==> config.mk <==
export PLATFORM = sky130hd
export DESIGN_NAME = pc_sequencer
export DESIGN_NICKNAME = d
export VERILOG_FILES = /design/src/rtl/pc_sequencer.sv
export SDC_FILE = /design/constraint.sdc
export NUM_CORES = 1
export LEC_CHECK = 0
export ABC_AREA = 1
export BUFFER_PORTS_ARGS = -buffer_cell sky130_fd_sc_hd__buf_2
export CORE_ASPECT_RATIO = 1.25
export CORE_MARGIN = 10
export CORE_UTILIZATION = 45
export CTS_CLUSTER_DIAMETER = 30
export CTS_CLUSTER_SIZE = 25
export DETAILED_ROUTE_END_ITERATION = 6
export PLACE_DENSITY = 0.87
export SYNTH_ARGS = -nofsm -noshare
export SYNTH_HDL_FRONTEND = slang
export SYNTH_SLANG_ARGS = --single-unit
==> constraint.sdc <==
create_clock -name clk -period 3.5 [get_ports clk]
set_input_delay 0.35 -clock clk [delete_from_list [all_inputs] [get_ports clk]]
set_output_delay 0.35 -clock clk [all_outputs]
set_load 0.01 [all_outputs]
==> src/rtl/pc_sequencer.sv <==
// rtl/pc_sequencer.sv - multi-cycle fetch/decode/execute/update sequencer owning pc and flags
module pc_sequencer #(
  parameter logic [31:0] RESET_PC    = 32'd0,
  parameter int          MEM_TIMEOUT = 255
) (
  input  logic        clk,
  input  logic        rst,
  input  logic        start,
  output logic        imem_req,
  output logic [31:0] imem_addr,
  input  logic        imem_ready,
  input  logic [31:0] imem_rdata,
  output logic [31:0] ir,
  input  logic        dec_branch,
  input  logic        dec_uncond,
  input  logic [2:0]  dec_cond,
  input  logic        dec_adsel,
  input  logic        dec_flags_we,
  input  logic        dec_halt,
  output logic        exec_start,
  input  logic        exec_done,
  input  logic [2:0]  alu_flags,
  output logic [31:0] pc,
  output logic        ad_sel,
  output logic        unconditional,
  output logic [2:0]  conditional,
  output logic [2:0]  flags,
  input  logic [31:0] next_address,
  output logic        busy,
  output logic        halted,
  output logic        error,
  output logic [31:0] instr_count
);

  localparam logic [2:0] S_IDLE   = 3'd0;
  localparam logic [2:0] S_FETCH  = 3'd1;
  localparam logic [2:0] S_DECODE = 3'd2;
  localparam logic [2:0] S_EXEC   = 3'd3;
  localparam logic [2:0] S_UPDATE = 3'd4;
  localparam logic [2:0] S_HALTED = 3'd5;
  localparam logic [2:0] S_ERROR  = 3'd6;

  // Last fetch-wait count before giving up on instruction memory.
  localparam logic [7:0] TMO_LAST = 8'(MEM_TIMEOUT - 1);

  logic [2:0]  state_q, state_d;
  logic [31:0] pc_q, pc_d;
  logic [31:0] ir_q, ir_d;
  logic [2:0]  flags_q, flags_d;
  logic [31:0] cnt_q, cnt_d;
  logic [7:0]  tmo_q, tmo_d;
  logic        exec_start_q, exec_start_d;
  // Decode results held from DECODE until the instruction's UPDATE.
  logic        br_q, br_d;
  logic        un_q, un_d;
  logic [2:0]  cond_q, cond_d;
  logic        ads_q, ads_d;
  logic        fwe_q, fwe_d;
  // ALU flags captured on exec_done, committed in UPDATE.
  logic [2:0]  alu_q, alu_d;

  logic        in_update;
  logic        jump_live;

  // Next-state and datapath update for every stage of the instruction cycle.
  always_comb begin
    state_d      = state_q;
    pc_d         = pc_q;
    ir_d         = ir_q;
    flags_d      = flags_q;
    cnt_d        = cnt_q;
    tmo_d        = tmo_q;
    exec_start_d = 1'b0;
    br_d         = br_q;
    un_d         = un_q;
    cond_d       = cond_q;
    ads_d        = ads_q;
    fwe_d        = fwe_q;
    alu_d        = alu_q;
    case (state_q)
      S_IDLE: begin
        if (start) begin
          state_d = S_FETCH;
          tmo_d   = 8'd0;
        end
      end
      S_FETCH: begin
        if (imem_ready) begin
          ir_d    = imem_rdata;
          state_d = S_DECODE;
        end else if (tmo_q == TMO_LAST) begin
          state_d = S_ERROR;
        end else begin
          tmo_d = tmo_q + 8'd1;
        end
      end
      S_DECODE: begin
        br_d   = dec_branch;
        un_d   = dec_uncond;
        cond_d = dec_cond;
        ads_d  = dec_adsel;
        fwe_d  = dec_flags_we;
        if (dec_halt) begin
          state_d = S_HALTED;
          cnt_d   = cnt_q + 32'd1;
        end else begin
          state_d      = S_EXEC;
          exec_start_d = 1'b1;
        end
      end
      S_EXEC: begin
        if (exec_done) begin
          alu_d   = alu_flags;
          state_d = S_UPDATE;
        end
      end
      S_UPDATE: begin
        // The jump unit sees the old flags this cycle; a flag write lands at the same edge as the new pc.
        pc_d  = next_address;
        cnt_d = cnt_q + 32'd1;
        if (fwe_q) begin
          flags_d = alu_q;
        end
        state_d = S_FETCH;
        tmo_d   = 8'd0;
      end
      S_HALTED: state_d = S_HALTED;
      S_ERROR:  state_d = S_ERROR;
      default:  state_d = S_ERROR;
    endcase
  end

  // State and datapath registers, cleared asynchronously.
  always_ff @(posedge clk or posedge rst) begin
    if (rst) begin
      state_q      <= S_IDLE;
      pc_q         <= RESET_PC;
      ir_q         <= 32'd0;
      flags_q      <= 3'b000;
      cnt_q        <= 32'd0;
      tmo_q        <= 8'd0;
      exec_start_q <= 1'b0;
      br_q         <= 1'b0;
      un_q         <= 1'b0;
      cond_q       <= 3'b000;
      ads_q        <= 1'b0;
      fwe_q        <= 1'b0;
      alu_q        <= 3'b000;
    end else begin
      state_q      <= state_d;
      pc_q         <= pc_d;
      ir_q         <= ir_d;
      flags_q      <= flags_d;
      cnt_q        <= cnt_d;
      tmo_q        <= tmo_d;
      exec_start_q <= exec_start_d;
      br_q         <= br_d;
      un_q         <= un_d;
      cond_q       <= cond_d;
      ads_q        <= ads_d;
      fwe_q        <= fwe_d;
      alu_q        <= alu_d;
    end
  end

  assign in_update = (state_q == S_UPDATE);
  // Non-branch instructions present a plain pc+1 request to the jump unit.
  assign jump_live = in_update & br_q;

  assign imem_req      = (state_q == S_FETCH);
  assign imem_addr     = pc_q;
  assign ir            = ir_q;
  assign exec_start    = exec_start_q;
  assign pc            = pc_q;
  assign ad_sel        = jump_live & ads_q;
  assign unconditional = jump_live & un_q;
  assign conditional   = jump_live ? cond_q : 3'b000;
  assign flags         = flags_q;
  assign busy          = (state_q != S_IDLE) && (state_q != S_HALTED) && (state_q != S_ERROR);
  assign halted        = (state_q == S_HALTED);
  assign error         = (state_q == S_ERROR);
  assign instr_count   = cnt_q;

endmodule
Word level (Yosys, flattened, before mapping):

Cells that the tools add are included.

* flip-flop bits (word level): 121
* bits in latches: 0
* bits in writable memories: 0
* ROM bits: 0
* input port bits: 80
* output and inout bits: 141
* word-level logic and storage cells: 60
* memories kept: 0

* add/subtract/negate cells: 2
* $mul: 0
* divide/modulo/power cells: 0
* magnitude comparators: 0
* equality and inequality tests: 15
* shifts and indexed selects: 0
* muxes and demuxes: 15
* bitwise gates (word level): 3
* reduce and logical (&&, ||, !) cells: 12

Operators by type and width (count)
* case mux 32 bit (2 select lines): 1
* adder 32 x 1 -> 32 bit, second input constant: 1
* two-way mux 32 bit: 1
* two-way mux 8 bit: 3
* case mux 8 bit (3 select lines): 1
* two-way mux 3 bit: 6
* case mux 3 bit (6 select lines): 1
* != test 2 bit, second input constant: 5
* equality test 3 bit, second input constant: 3
* adder 8 x 1 -> 8 bit, second input constant: 1
* equality test 8 bit, second input constant: 1
* AND reduction 2 bit: 4
* equality test 3 x 2 -> 1 bit, second input constant: 2
* != test 3 bit, second input constant: 2
* nonzero test 3 bit: 2
* AND reduction 4 bit: 1
* bitwise AND 1 bit: 3
* equality test 3 x 1 -> 1 bit, second input constant: 1
* logical NOT 3 bit: 1
* != test 3 x 1 -> 1 bit, second input constant: 1
* AND reduction 3 bit: 1
* logical AND 1 bit: 2
* two-way mux 1 bit: 2
* nonzero test 2 bit: 1

Logic depth before layout (Yosys ltp):

Gate-level depths: netlist (run 1).

* depth after elaboration: 4
* depth in mapped cells: 10
* depth with buffers taken out: 9

Worst setup path before layout (run 1):

No wires, ideal clock.

* path kind: reg-to-reg
* start point: reg cnt_q[0], in the netlist instr_count[0]
* end point: reg cnt_q[20], in the netlist instr_count[20]
* library setup time: 0.126 ns
* arrival: 1.342 ns
* data required time: 3.374 ns
* setup slack: 2.032 ns
* cell stages (with the launch flop): 8
* path buffers: 0
* period minus slack after synthesis: 1.468 ns
* cell sequence: dfrtp_1 ha_1 inv_1 nor2_1 nand3_1 nor2_8 nand2_1 xnor2_1

* cells in the longest elaborated chain, start to end: 3

RTL lines
* start: declaration: line 50 `logic [31:0] cnt_q, cnt_d;`
* start signal: assignment: line 154 `cnt_q <= cnt_d;`
* adder 32 x 1 -> 32 bit *: line 105, 120
* two-way mux 32 bit: line 103 `if (dec_halt) begin`
* case mux 32 bit (2 select lines) *: line 80 `case (state_q)`

Mark *: on every way between the ends. The rest lies on a longest branch, timed or not. The select of a mux whose other input is x is not followed.
A chain may end at the register's enable or synchronous reset.

Final worst setup path (run 1):

* start point: reg state_q[2]
* end point: out conditional[1]

* cells in the longest elaborated chain, start to end: 3

RTL lines
* start: declaration: line 46 `logic [2:0] state_q, state_d;`
* start signal: assignment: line 150 `state_q <= state_d;`
* equality test 3 bit: line 166 `assign in_update = (state_q == S_UPDATE);`
* bitwise AND 1 bit: line 168 `assign jump_live = in_update & br_q;`
* two-way mux 3 bit: line 177 `assign conditional = jump_live ? cond_q : 3'b000;`
* end: declaration: line 26 `output logic [2:0] conditional,`

No other way between the ends.

==> flow_metrics.env, run 1 <==
export IMPL_post_cts_resized=0
export IMPL_skew_ns=0.009617
export IMPL_ys_ff_latch=121
export IMPL_cts_hold_buf=1
export IMPL_rows=46
export IMPL_cts_tree="built"
export IMPL_postCtsSetupRepairBufs=0
export IMPL_required_ns=3.15
export IMPL_syn_nets=719
export IMPL_setup_slack_ns=1.180
export IMPL_slew_violations=0
export IMPL_via_count=4931
export IMPL_slew_limit_headroom_pct=59.23
export IMPL_path_class="flop to output pin"
export IMPL_utilization_pct=58.97
export IMPL_finalSetupTns_ns=0
export IMPL_wl_per_cell_um=15.93
export IMPL_clk_pin_slew_ns=0.06
export IMPL_yosys_warnings=0
export IMPL_area_growth_pct=27.77
export IMPL_yosys_area_top_type_share_pct=51.58
export IMPL_ir_drop_v=0.0003720
export IMPL_multi_input_area_sq_um=2288
export IMPL_synth_most_common_cell="nand2_1"
export IMPL_yosys_top_cells_area="dfrtp_1, nand2_1, mux2_4, buf_4, nor2_1"
export IMPL_start_util_pct=46.15
export IMPL_synth_edf_count=0
export IMPL_worst_setup_path_end_kind="output pin"
export IMPL_grt_usage_pct=17.53
export IMPL_die_h_um=147.7
export IMPL_fp_coreArea_sq_um=12720
export IMPL_avgSynthCellArea_sq_um=9.231
export IMPL_fmax_mhz=431.1
export IMPL_status="completed"
export IMPL_place_inst=981
export IMPL_clk_latency_ns=0.40
export IMPL_worstPathMaxFanout=34
export IMPL_drc_errors=0
export IMPL_viasPerCell=4.863
export IMPL_netSwitchingFraction_pct=35.99
export IMPL_p_sw_mw=2.300
export IMPL_drt_iter0_drc=315
export IMPL_cts_num_sinks=121
export IMPL_die_x_um=122.2
export IMPL_cp_data_arrival_time_ns=1.97
export IMPL_synthCells=636
export IMPL_fill_cells=1105
export IMPL_p_leak_nw=4.156
export IMPL_cts_path_max_buffers=2
export IMPL_slowest_delay_ns=0.61
export IMPL_htree_levels=4
export IMPL_port_buffers=220
export IMPL_synthFlopType="dfrtp_1"
export IMPL_dr_pass1_iters=5
export IMPL_cts_root_buf="clkbuf_16"
export IMPL_tightest_slew_ns=0.6115
export IMPL_start_kind="flop"
export IMPL_pre_cts_ws_ns=1.319
export IMPL_ant_nets=0
export IMPL_finalNonFillerCells=1014
export IMPL_layout_nets=916
export IMPL_combPwrFrac_pct=36.6
export IMPL_r2r_start="state_q[1]"
export IMPL_cp_cell_sequence="nand2_2, clkinv_1, buf_4, nand2_1, nor2_1, buf_2"
export IMPL_antenna_cells=0
export IMPL_slowest_stage="dfrtp_1"
export IMPL_antenna_found_initial=1
export IMPL_powerDensity_nw_per_um2=851.9
export IMPL_yosys_area_top_type="dfrtp_1"
export IMPL_maxCapViolCount=0
export IMPL_pwr_share_seq_pct=35.6
export IMPL_hold_start="next_address[9]"
export IMPL_crit_path_start="state_q[2]"
export IMPL_clkPwrFrac_pct=27.8
export IMPL_async_flop_share_pct=100.0
export IMPL_die_area_sq_um=18040
export IMPL_grt_max_degree=74
export IMPL_rsz0062_at_grt="no"
export IMPL_fin_crit_ns=2.320
export IMPL_yosys_cell_types_count=35
export IMPL_finalSetupViolCount=0
export IMPL_synth_seq_area_share_pct=51.58
export IMPL_hold_violations=0
export IMPL_gp_routability_congestion=0.8832
export IMPL_drive_gt1_share_pct=36.64
export IMPL_ios=221
export IMPL_grt_pass1_vias=5011
export IMPL_dp_hpwl_um=12480
export IMPL_grt_pass1_wl_um=25390
export IMPL_hp_class="primary input to flop"
export IMPL_routed_wl_um=16150
export IMPL_regArea_sq_um=3028
export IMPL_syn_cell_area_sq_um=5871
export IMPL_grt_overflow=0
export IMPL_synthTopCellsByCount="nand2_1, dfrtp_1, nor2_1"
export IMPL_period_share_pct=66.28
export IMPL_internal_power_mw=4.090
export IMPL_cts_buffers=17
## worst paths after layout
check | end | slack [ns] | cells past startpoint
worst min register to register | flags[1] | 0.48 | 2
max in group asynchronous | imem_addr[28] | 2.32 | 4
worst max register to register | tmo_q[2] | 1.35 | 9
worst min-delay path | imem_addr[9] | 0.14 | 3
worst max-delay path | conditional[1] | 1.18 | 6
min in group asynchronous | ir[9] | 0.46 | 3
## cell families after synthesis
kind of cell | share of synthesized area (%)
adder cells (fa/ha/maj) | 0.6395
multiplexers | 8.440
AND/OR/NAND/NOR | 24.91
AO/OA/AOI/OAI | 2.003
flip-flops | 51.58
buffers and inverters | 9.441
XOR/XNOR | 2.984
## metrics by stage
step / instance area, sq um / power (mW) / hold slack (ns)
floorplan: 5874 / 3.954 / 0.4275
global placement: 6878 / 4.569 / 0.3100
detailed placement: 6878 / 4.663 / 0.3087
CTS: 7501 / 6.477 / 0.1261
global route: 7501 / 6.799 / 0.1332
finish: 7501 / 6.390 / 0.1440
## layout by cell type, fill, tap and decap left out, types with 2 or more instances in the layout
cell        Yosys  layout
buf_4          35       3
nor2_8          2       2
nand2_4         3       3
mux2_4         30      30
a21oi_1        11      11
dfrtp_1       121     121
ha_1            3       3
clkbuf_16       0      17
buf_2           4     220
nor2_4          2       2
mux2_2          4       4
nor2_1         61      61
nor3b_1         2       2
clkinvlp_4      0       4
nor3_1          7       7
nand2_2         2       2
clkinv_4        0       4
nand3b_1        9       9
inv_1          49      48
xnor2_1        14      14
bufinv_16       0       3
nand4_1         9       9
o21ai_0         5       5
xor2_1          6       6
o21bai_1        2       2
o21ai_1         3       3
nor2_2          5       5
inv_4           2       2
clkinv_2        0       3
nand3_1        24      24
nand2_1       207     207
## power by group through the flow
stage,combinational (mW),sequential [mW],clock (mW)
4_1_cts,2.39,2.27,1.82
5_1_grt,2.57,2.34,1.89
2_1_floorplan,1.55,2.41,0
6_report,2.34,2.27,1.78
3_5_place_dp,2.38,2.29,0
3_3_place_gp,2.31,2.26,0
## state kept, by name, summed over array words and instances (netlist names)
| register | flops |
|---|---|
| flags | 3 |
| tmo_q | 8 |
| br_q | 1 |
| ads_q | 1 |
| instr_count | 32 |
| fwe_q | 1 |
| state_q | 3 |
| un_q | 1 |
| cond_q | 3 |
| imem_addr | 32 |
| exec_start | 1 |
| alu_q | 3 |
| ir | 32 |
## area by class of cell
type / instances / area share [%]
inverter: 53 / 2.769
clock buffer: 18 / 5.855
tap: 168 / 2.802
sequential: 121 / 40.37
timing repair buffer: 225 / 15.38
multi-input combinational: 415 / 30.51
clock inverter: 14 / 2.319
## metal layers
metal	global-route usage (%)	up-vias	share of wire (%)
met5	0	-	0.081
met4	7.733	2	2.7
met3	5.412	37	7.6
met2	30.61	201	52
met1	18.89	2327	38
li1	-	2364	-
## worst max-delay path: cells and delay by family, from the launching register on
family / cells / cell delay [ns]
flip-flops: 1 / 0.61
buffers and inverters: 3 / 0.52
AND/OR/NAND/NOR: 3 / 0.44
(Power assumes the default switching activity.)
==> run 2: changes to the inputs <==
==> config.mk (replaced) <==
export PLATFORM = sky130hd
export DESIGN_NAME = pc_sequencer
export DESIGN_NICKNAME = d
export VERILOG_FILES = /design/src/rtl/pc_sequencer.sv
export SDC_FILE = /design/constraint.sdc
export NUM_CORES = 1
export LEC_CHECK = 0
export ABC_AREA = 0
export BUFFER_PORTS_ARGS = -buffer_cell sky130_fd_sc_hd__buf_2
export CORE_ASPECT_RATIO = 1.25
export CORE_MARGIN = 10
export CORE_UTILIZATION = 43
export CTS_CLUSTER_DIAMETER = 30
export CTS_CLUSTER_SIZE = 25
export DETAILED_ROUTE_END_ITERATION = 6
export PLACE_DENSITY = 0.86
export SYNTH_ARGS = -nofsm -noshare
export SYNTH_HDL_FRONTEND = slang
export SYNTH_SLANG_ARGS = --single-unit
==> constraint.sdc (replaced) <==
create_clock -name clk -period 2.05 [get_ports clk]
set_input_delay 0.205 -clock clk [delete_from_list [all_inputs] [get_ports clk]]
set_output_delay 0.205 -clock clk [all_outputs]
set_load 0.01 [all_outputs]
==> run 2 against run 1 <==
Effect of this change: sequential share of layout area increased by 1.7 points; synthesized cell count decreased by 35%; non-clock buffer count increased by 15; global-route usage decreased by 1.4 points; critical endpoint is now imem_req; sequential power increased by 72%; largest power group unchanged; highest routed layer is now met4; register-to-register slack got worse by 1.3 ns; design area decreased by 3.9%; critical path depth decreased by 1; worst hold slack got worse by 0.11 ns; wire length decreased by 14%.
==> flow_metrics.env, run 2 <==
export IMPL_r2r_start="state_q[0]"
export IMPL_synthSimpleGateAreaFrac_pct=10.01
export IMPL_synth_seq_area_share_pct=57.39
export IMPL_path_class="flop to output pin"
export IMPL_layout_nets=708
export IMPL_cp_cell_sequence="buf_6, or3b_4, buf_4, inv_1, buf_2"
export IMPL_synth_edf_count=0
export IMPL_hold_violations=0
export IMPL_start_util_pct=43.59
export IMPL_synth_xor_area_share_pct=5.312
export IMPL_syn_nets=495
export IMPL_reg2reg_to="instr_count[18]"
export IMPL_synthTopCellsByCount="dfrtp_1, mux2_2, buf_4"
export IMPL_grt_usage_pct=16.10
export IMPL_drt_iter0_drc=202
export IMPL_die_x_um=119.1
export IMPL_path_depth=5
export IMPL_cts_num_sinks=121
export IMPL_finalNonFillerCells=802
export IMPL_antenna_cells=0
export IMPL_antenna_found_initial=0
export IMPL_place_inst=765
export IMPL_status="completed"
export IMPL_crit_path_start="state_q[0]"
export IMPL_ios=221
export IMPL_finalSetupViolCount=0
export IMPL_synth_top_family_by_area="multiplexers"
export IMPL_htree_levels=4
export IMPL_port_buffers=220
export IMPL_async_flop_share_pct=100.0
export IMPL_dr_pass1_iters=7
export IMPL_cts_root_buf="clkbuf_16"
export IMPL_yosys_top_cells_area="dfrtp_1, mux2_2, buf_4, xnor2_1, nand3_1"
export IMPL_cts_tree="built"
export IMPL_clk_pin_slew_ns=0.06
export IMPL_slew_violations=0
export IMPL_via_count=3926
export IMPL_routed_wl_um=13830
export IMPL_synthMuxAreaShare_pct=16.65
export IMPL_tightest_slew_ns=0.6427
export IMPL_period_share_pct=96.22
export IMPL_worst_setup_path_end_kind="output pin"
export IMPL_dp_hpwl_um=10830
export IMPL_grt_max_degree=54
export IMPL_synthCells=412
export IMPL_start_kind="flop"
export IMPL_gp_routability_congestion=0.8222
export IMPL_wl_per_cell_um=17.24
export IMPL_synth_most_common_cell="dfrtp_1"
export IMPL_maxCapViolCount=0
export IMPL_ys_ff_latch=121
export IMPL_grt_pass1_vias=4219
export IMPL_ff2ff_path_depth=6
export IMPL_yosys_area_top_type_share_pct=57.39
export IMPL_p_leak_nw=3.638
export IMPL_fp_coreArea_sq_um=12110
export IMPL_yosys_warnings=0
export IMPL_ir_drop_v=0.0007523
export IMPL_r2r_slack_ns=0.10
export IMPL_slowest_stage="dfrtp_2"
export IMPL_crit_path_end="imem_req"
export IMPL_area_growth_pct=36.57
export IMPL_viasPerCell=4.895
export IMPL_drc_errors=0
export IMPL_hp_class="primary input to flop"
export IMPL_die_area_sq_um=17130
export IMPL_fmax_mhz=507.0
export IMPL_final_common_cell="buf_2"
export IMPL_skew_ns=0.008114
export IMPL_required_ns=1.85
export IMPL_die_h_um=143.8
export IMPL_yosys_area_top_type="dfrtp_1"
export IMPL_avgSynthCellArea_sq_um=12.81
export IMPL_clk_latency_ns=0.40
export IMPL_path_buf_inv=4
export IMPL_powerDensity_nw_per_um2=1560
export IMPL_worstPathMaxFanout=8
export IMPL_drive_gt1_share_pct=56.27
export IMPL_slowest_delay_ns=0.43
export IMPL_critical_path_top_delay_family="buffers and inverters"
export IMPL_layout_common_cells="buf_2, dfrtp_1, mux2_2"
export IMPL_ant_nets=0
export IMPL_rows=45
export IMPL_synthFlopType="dfrtp_1"
export IMPL_grt_overflow=0
export IMPL_synth_compound_area_share_pct=3.391
export IMPL_fin_crit_ns=1.972
export IMPL_grt_pass1_wl_um=22070
export IMPL_cts_buffers=17
export IMPL_slew_limit_headroom_pct=57.06
export IMPL_cp_data_arrival_time_ns=1.77
export IMPL_hold_ws_ns=0.03126
export IMPL_power_mw=11.24
export IMPL_yosys_cell_types_count=38
export IMPL_syn_cell_area_sq_um=5276
export IMPL_synthAdderAreaFrac_pct=0.7114
export IMPL_cts_path_max_buffers=2
==> run 2: layout make-up <==
type | count | area (sq um)
Fill cell | 928 | 4900
Timing Repair Buffer | 240 | 1310
Sequential cell | 121 | 3029
Inverter | 8 | 33.78
Multi-Input combinational cell | 237 | 1949
Clock inverter | 12 | 211.5
Clock buffer | 20 | 466.7
Tap cell | 164 | 205.2
==> run 2: repair_timing <==
item | 4_1_cts | 5_1_grt
pin swaps | 0 | 1
buffers inserted | 0 | 3
endpoints found under the hold margin | 26 | 0
hold buffers | 2 | 0
gates cloned | 0 | 0
gates resized for setup | 4 | 7
setup endpoints to repair | 11 | 13
==> run 2: layer usage <==
layer | GRT usage, % | vias up | share of wire, %
li1 | - | 1835 | -
met1 | 16.22 | 1912 | 36
met2 | 28.64 | 159 | 54
met3 | 7.300 | 20 | 9.0
met4 | 5.860 | 0 | 1.5
met5 | 0 | - | 0
==> run 2: worst reg2reg max path, cell delays in order (launching register included) <==
cell	delay [ns]
dfrtp_2	0.45
nor4bb_4	0.36
o211ai_1	0.19
buf_4	0.19
nor3_1	0.36
nand3_1	0.16
xnor2_1	0.15
==> run 2: worst min path at each step <==
| stage | cells past startpoint | slack, ns | to | from |
|---|---|---|---|---|
| 6_report | 2 | 0.03 | ir[6] | imem_rdata[6] |
| 5_1_grt | 2 | 0.01 | ir[6] | imem_rdata[6] |
| 4_1_cts | 2 | 0.008 | ir[6] | imem_rdata[6] |
| 3_5_place_dp | 2 | 0.32 | ir[6] | rst |
| 3_3_place_gp | 2 | 0.30 | ir[6] | rst |
| 2_1_floorplan | 1 | 0.28 | exec_start | dec_halt |
==> run 2: through the flow <==
stage | setup TNS [ns] | util (%) | setup slack, ns | area (sq um)
after floorplan | 0 | - | 0.01069 | 5286
after global placement | 0 | 53.11 | 0.03787 | 6429
after detailed placement | 0 | 53.11 | 0.005709 | 6429
after CTS | -0.004911 | 59.01 | -0.004911 | 7143
after global routing | -0.05740 | 59.52 | -0.03960 | 7206
final | 0 | 59.52 | 0.07755 | 7206
==> run 2: logic make-up (layout without fill, tap and decap cells) <==
family | Yosys count | after routing
AOI/OAI and AO/OA | 26 | 26
xor gates and xnor gates | 32 | 32
adders and majority gates | 3 | 3
buffers and inverters | 54 | 280
DFF | 121 | 121
muxes | 78 | 78
and+or+nand+nor | 98 | 98
==> run 2: where the power goes <==
group          internal (mW)  switching [mW]
clock network           2.27            1.06
registers               3.30           0.610
logic                   2.02            1.98
==> run 3: changes to the inputs <==
--- a/config.mk
+++ b/config.mk
@@ -14,6 +14,7 @@
 export CTS_CLUSTER_SIZE = 25
 export DETAILED_ROUTE_END_ITERATION = 6
 export PLACE_DENSITY = 0.86
+export RECOVER_POWER = 100
 export SYNTH_ARGS = -nofsm -noshare
 export SYNTH_HDL_FRONTEND = slang
 export SYNTH_SLANG_ARGS = --single-unit
==> run 3 against run 2 <==
Effect of this change: first-iteration DRC count decreased by 0.50%; sequential cell count did not move; clock skew barely moved; design area is 1.9% lower; setup slack got worse by 0.0022 ns; critical path type unchanged; sequential power about the same; clock-buffer cell count unchanged; sequential share of layout area grew 0.83 points; cell count unchanged; highest routed layer unchanged; total power decreased by 2.0%; core utilization decreased by 1.1 points; global-route usage is the same.
==> flow_metrics.env, run 3 (same netlist as run 2, synthesis figures left out) <==
export IMPL_maxCapViolCount=0
export IMPL_die_h_um=143.8
export IMPL_cts_tree="built"
export IMPL_slew_violations=0
export IMPL_worstPathMaxFanout=8
export IMPL_dp_hpwl_um=10830
export IMPL_fmax_mhz=506.4
export IMPL_hold_violations=0
export IMPL_antenna_found_initial=0
export IMPL_fp_coreArea_sq_um=12110
export IMPL_regArea_sq_um=3029
export IMPL_layout_nets=708
export IMPL_tightest_slew_ns=1.296
export IMPL_viasPerCell=4.888
export IMPL_worst_setup_path_end_kind="output pin"
export IMPL_drc_errors=0
export IMPL_period_share_pct=96.32
export IMPL_cts_num_sinks=121
export IMPL_cp_data_arrival_time_ns=1.77
export IMPL_ir_drop_v=0.0007517
export IMPL_clk_pin_slew_ns=0.06
export IMPL_fin_crit_ns=1.975
export IMPL_port_buffers=220
export IMPL_multi_input_area_sq_um=1949
export IMPL_fill_cells=1011
export IMPL_start_kind="flop"
export IMPL_dr_pass1_iters=4
export IMPL_grt_max_degree=54
export IMPL_grt_pass1_wl_um=22070
export IMPL_status="completed"
export IMPL_hp_class="primary input to flop"
export IMPL_grt_overflow=0
export IMPL_ant_nets=0
export IMPL_layout_common_cells="dfrtp_1, buf_2, clkbuf_1"
export IMPL_htree_levels=4
export IMPL_via_count=3920
export IMPL_pre_cts_ws_ns=0.005709
export IMPL_start_util_pct=43.59
export IMPL_slowest_delay_ns=0.43
export IMPL_area_growth_pct=33.93
export IMPL_grt_usage_pct=16.10
export IMPL_wl_per_cell_um=17.39
export IMPL_clk_latency_ns=0.40
export IMPL_skew_ns=0.008484
export IMPL_slowest_stage="dfrtp_2"
export IMPL_slew_limit_headroom_pct=13.09
export IMPL_cts_root_buf="clkbuf_16"
export IMPL_antenna_cells=0
export IMPL_required_ns=1.85
export IMPL_routed_wl_um=13940
export IMPL_drive_gt1_share_pct=39.18
export IMPL_grt_pass1_vias=4219
export IMPL_p_leak_nw=3.308
export IMPL_design_area_sq_um=7067
export IMPL_cp_cell_sequence="buf_6, or3b_4, buf_4, inv_1, buf_2"
export IMPL_placed_area_sq_um=6429
export IMPL_cts_path_max_buffers=2
export IMPL_cts_buffers=17
export IMPL_setup_slack_ns=0.07534
export IMPL_finalSetupTns_ns=0
export IMPL_gp_routability_congestion=0.8222
export IMPL_ios=221
export IMPL_finalSetupViolCount=0
export IMPL_path_class="flop to output pin"
export IMPL_die_area_sq_um=17130
export IMPL_rows=45
export IMPL_final_common_cell="dfrtp_1"
export IMPL_die_x_um=119.1
export IMPL_powerDensity_nw_per_um2=1558
export IMPL_drt_iter0_drc=201
==> run 3: cell count changes in the layout (fill, tap and decap cells not counted), sizes merged <==
cell    previous run  this run
clkbuf            20       129
buf              238       129
==> run 3: final timing paths <==
| check | end | slack [ns] | startpoint | cells after the start |
|---|---|---|---|---|
| setup / recovery | imem_req | 0.08 | state_q[0] | 5 |
| hold reg to reg | instr_count[31] | 0.47 | instr_count[31] | 1 |
| max in group asynchronous | imem_addr[19] | 0.60 | rst | 4 |
| setup reg to reg | instr_count[18] | 0.11 | state_q[0] | 6 |
| min in group asynchronous | ir[16] | 0.65 | rst | 3 |
| hold / removal | ir[6] | 0.03 | imem_rdata[6] | 2 |
==> run 3: critical path, delay by kind of cell, from the launching register on <==
family | cells | cell delay (ns)
buf+inv | 4 | 0.55
flops | 1 | 0.43
simple gates | 1 | 0.41
==> run 3: layer usage <==
layer	track usage, %	vias to the layer above	wire (um)	part of all wire, %
met5	0	-	0	0
met4	5.860	0	188	1.3
met3	7.300	16	1281	9.2
met2	28.64	155	7426	53
met1	16.22	1915	5047	36
li1	-	1834	-	-
==> run 3: layout make-up <==
cell class | count | share of cell area, %
inverters | 8 | 0.4426
multi-input cells | 237 | 27.58
repair buffers | 240 | 16.61
clock inverters | 12 | 2.992
flip-flops and latches | 121 | 42.86
clock buffers | 20 | 6.604
well taps | 164 | 2.904
==> run 3: report_power, final <==
part           total [mW]  switching (mW)  internal [mW]
Combinational        3.73            1.99           1.74
Clock                3.34            1.07           2.27
Sequential           3.94           0.643           3.30
==> run 3: through the flow <==
stage | total power, mW | std cells | util, % | hold slack (ns)
2_1_floorplan | 6.544 | 412 | - | 0.2758
3_3_place_gp | 7.725 | 765 | 53.11 | 0.3027
3_5_place_dp | 7.913 | 765 | 53.11 | 0.3152
4_1_cts | 11.33 | 799 | 59.01 | 0.007831
5_1_grt | 11.67 | 802 | 58.38 | 0.01258
6_report | 11.01 | 802 | 58.38 | 0.02996
==> run 3: repair_timing <==
item	4_1_cts	5_1_grt
setup endpoints to repair	11	13
endpoints found under the hold margin	26	0
buffers inserted	0	3
pin swaps	0	1
resized for setup	4	7
hold buffers	2	0
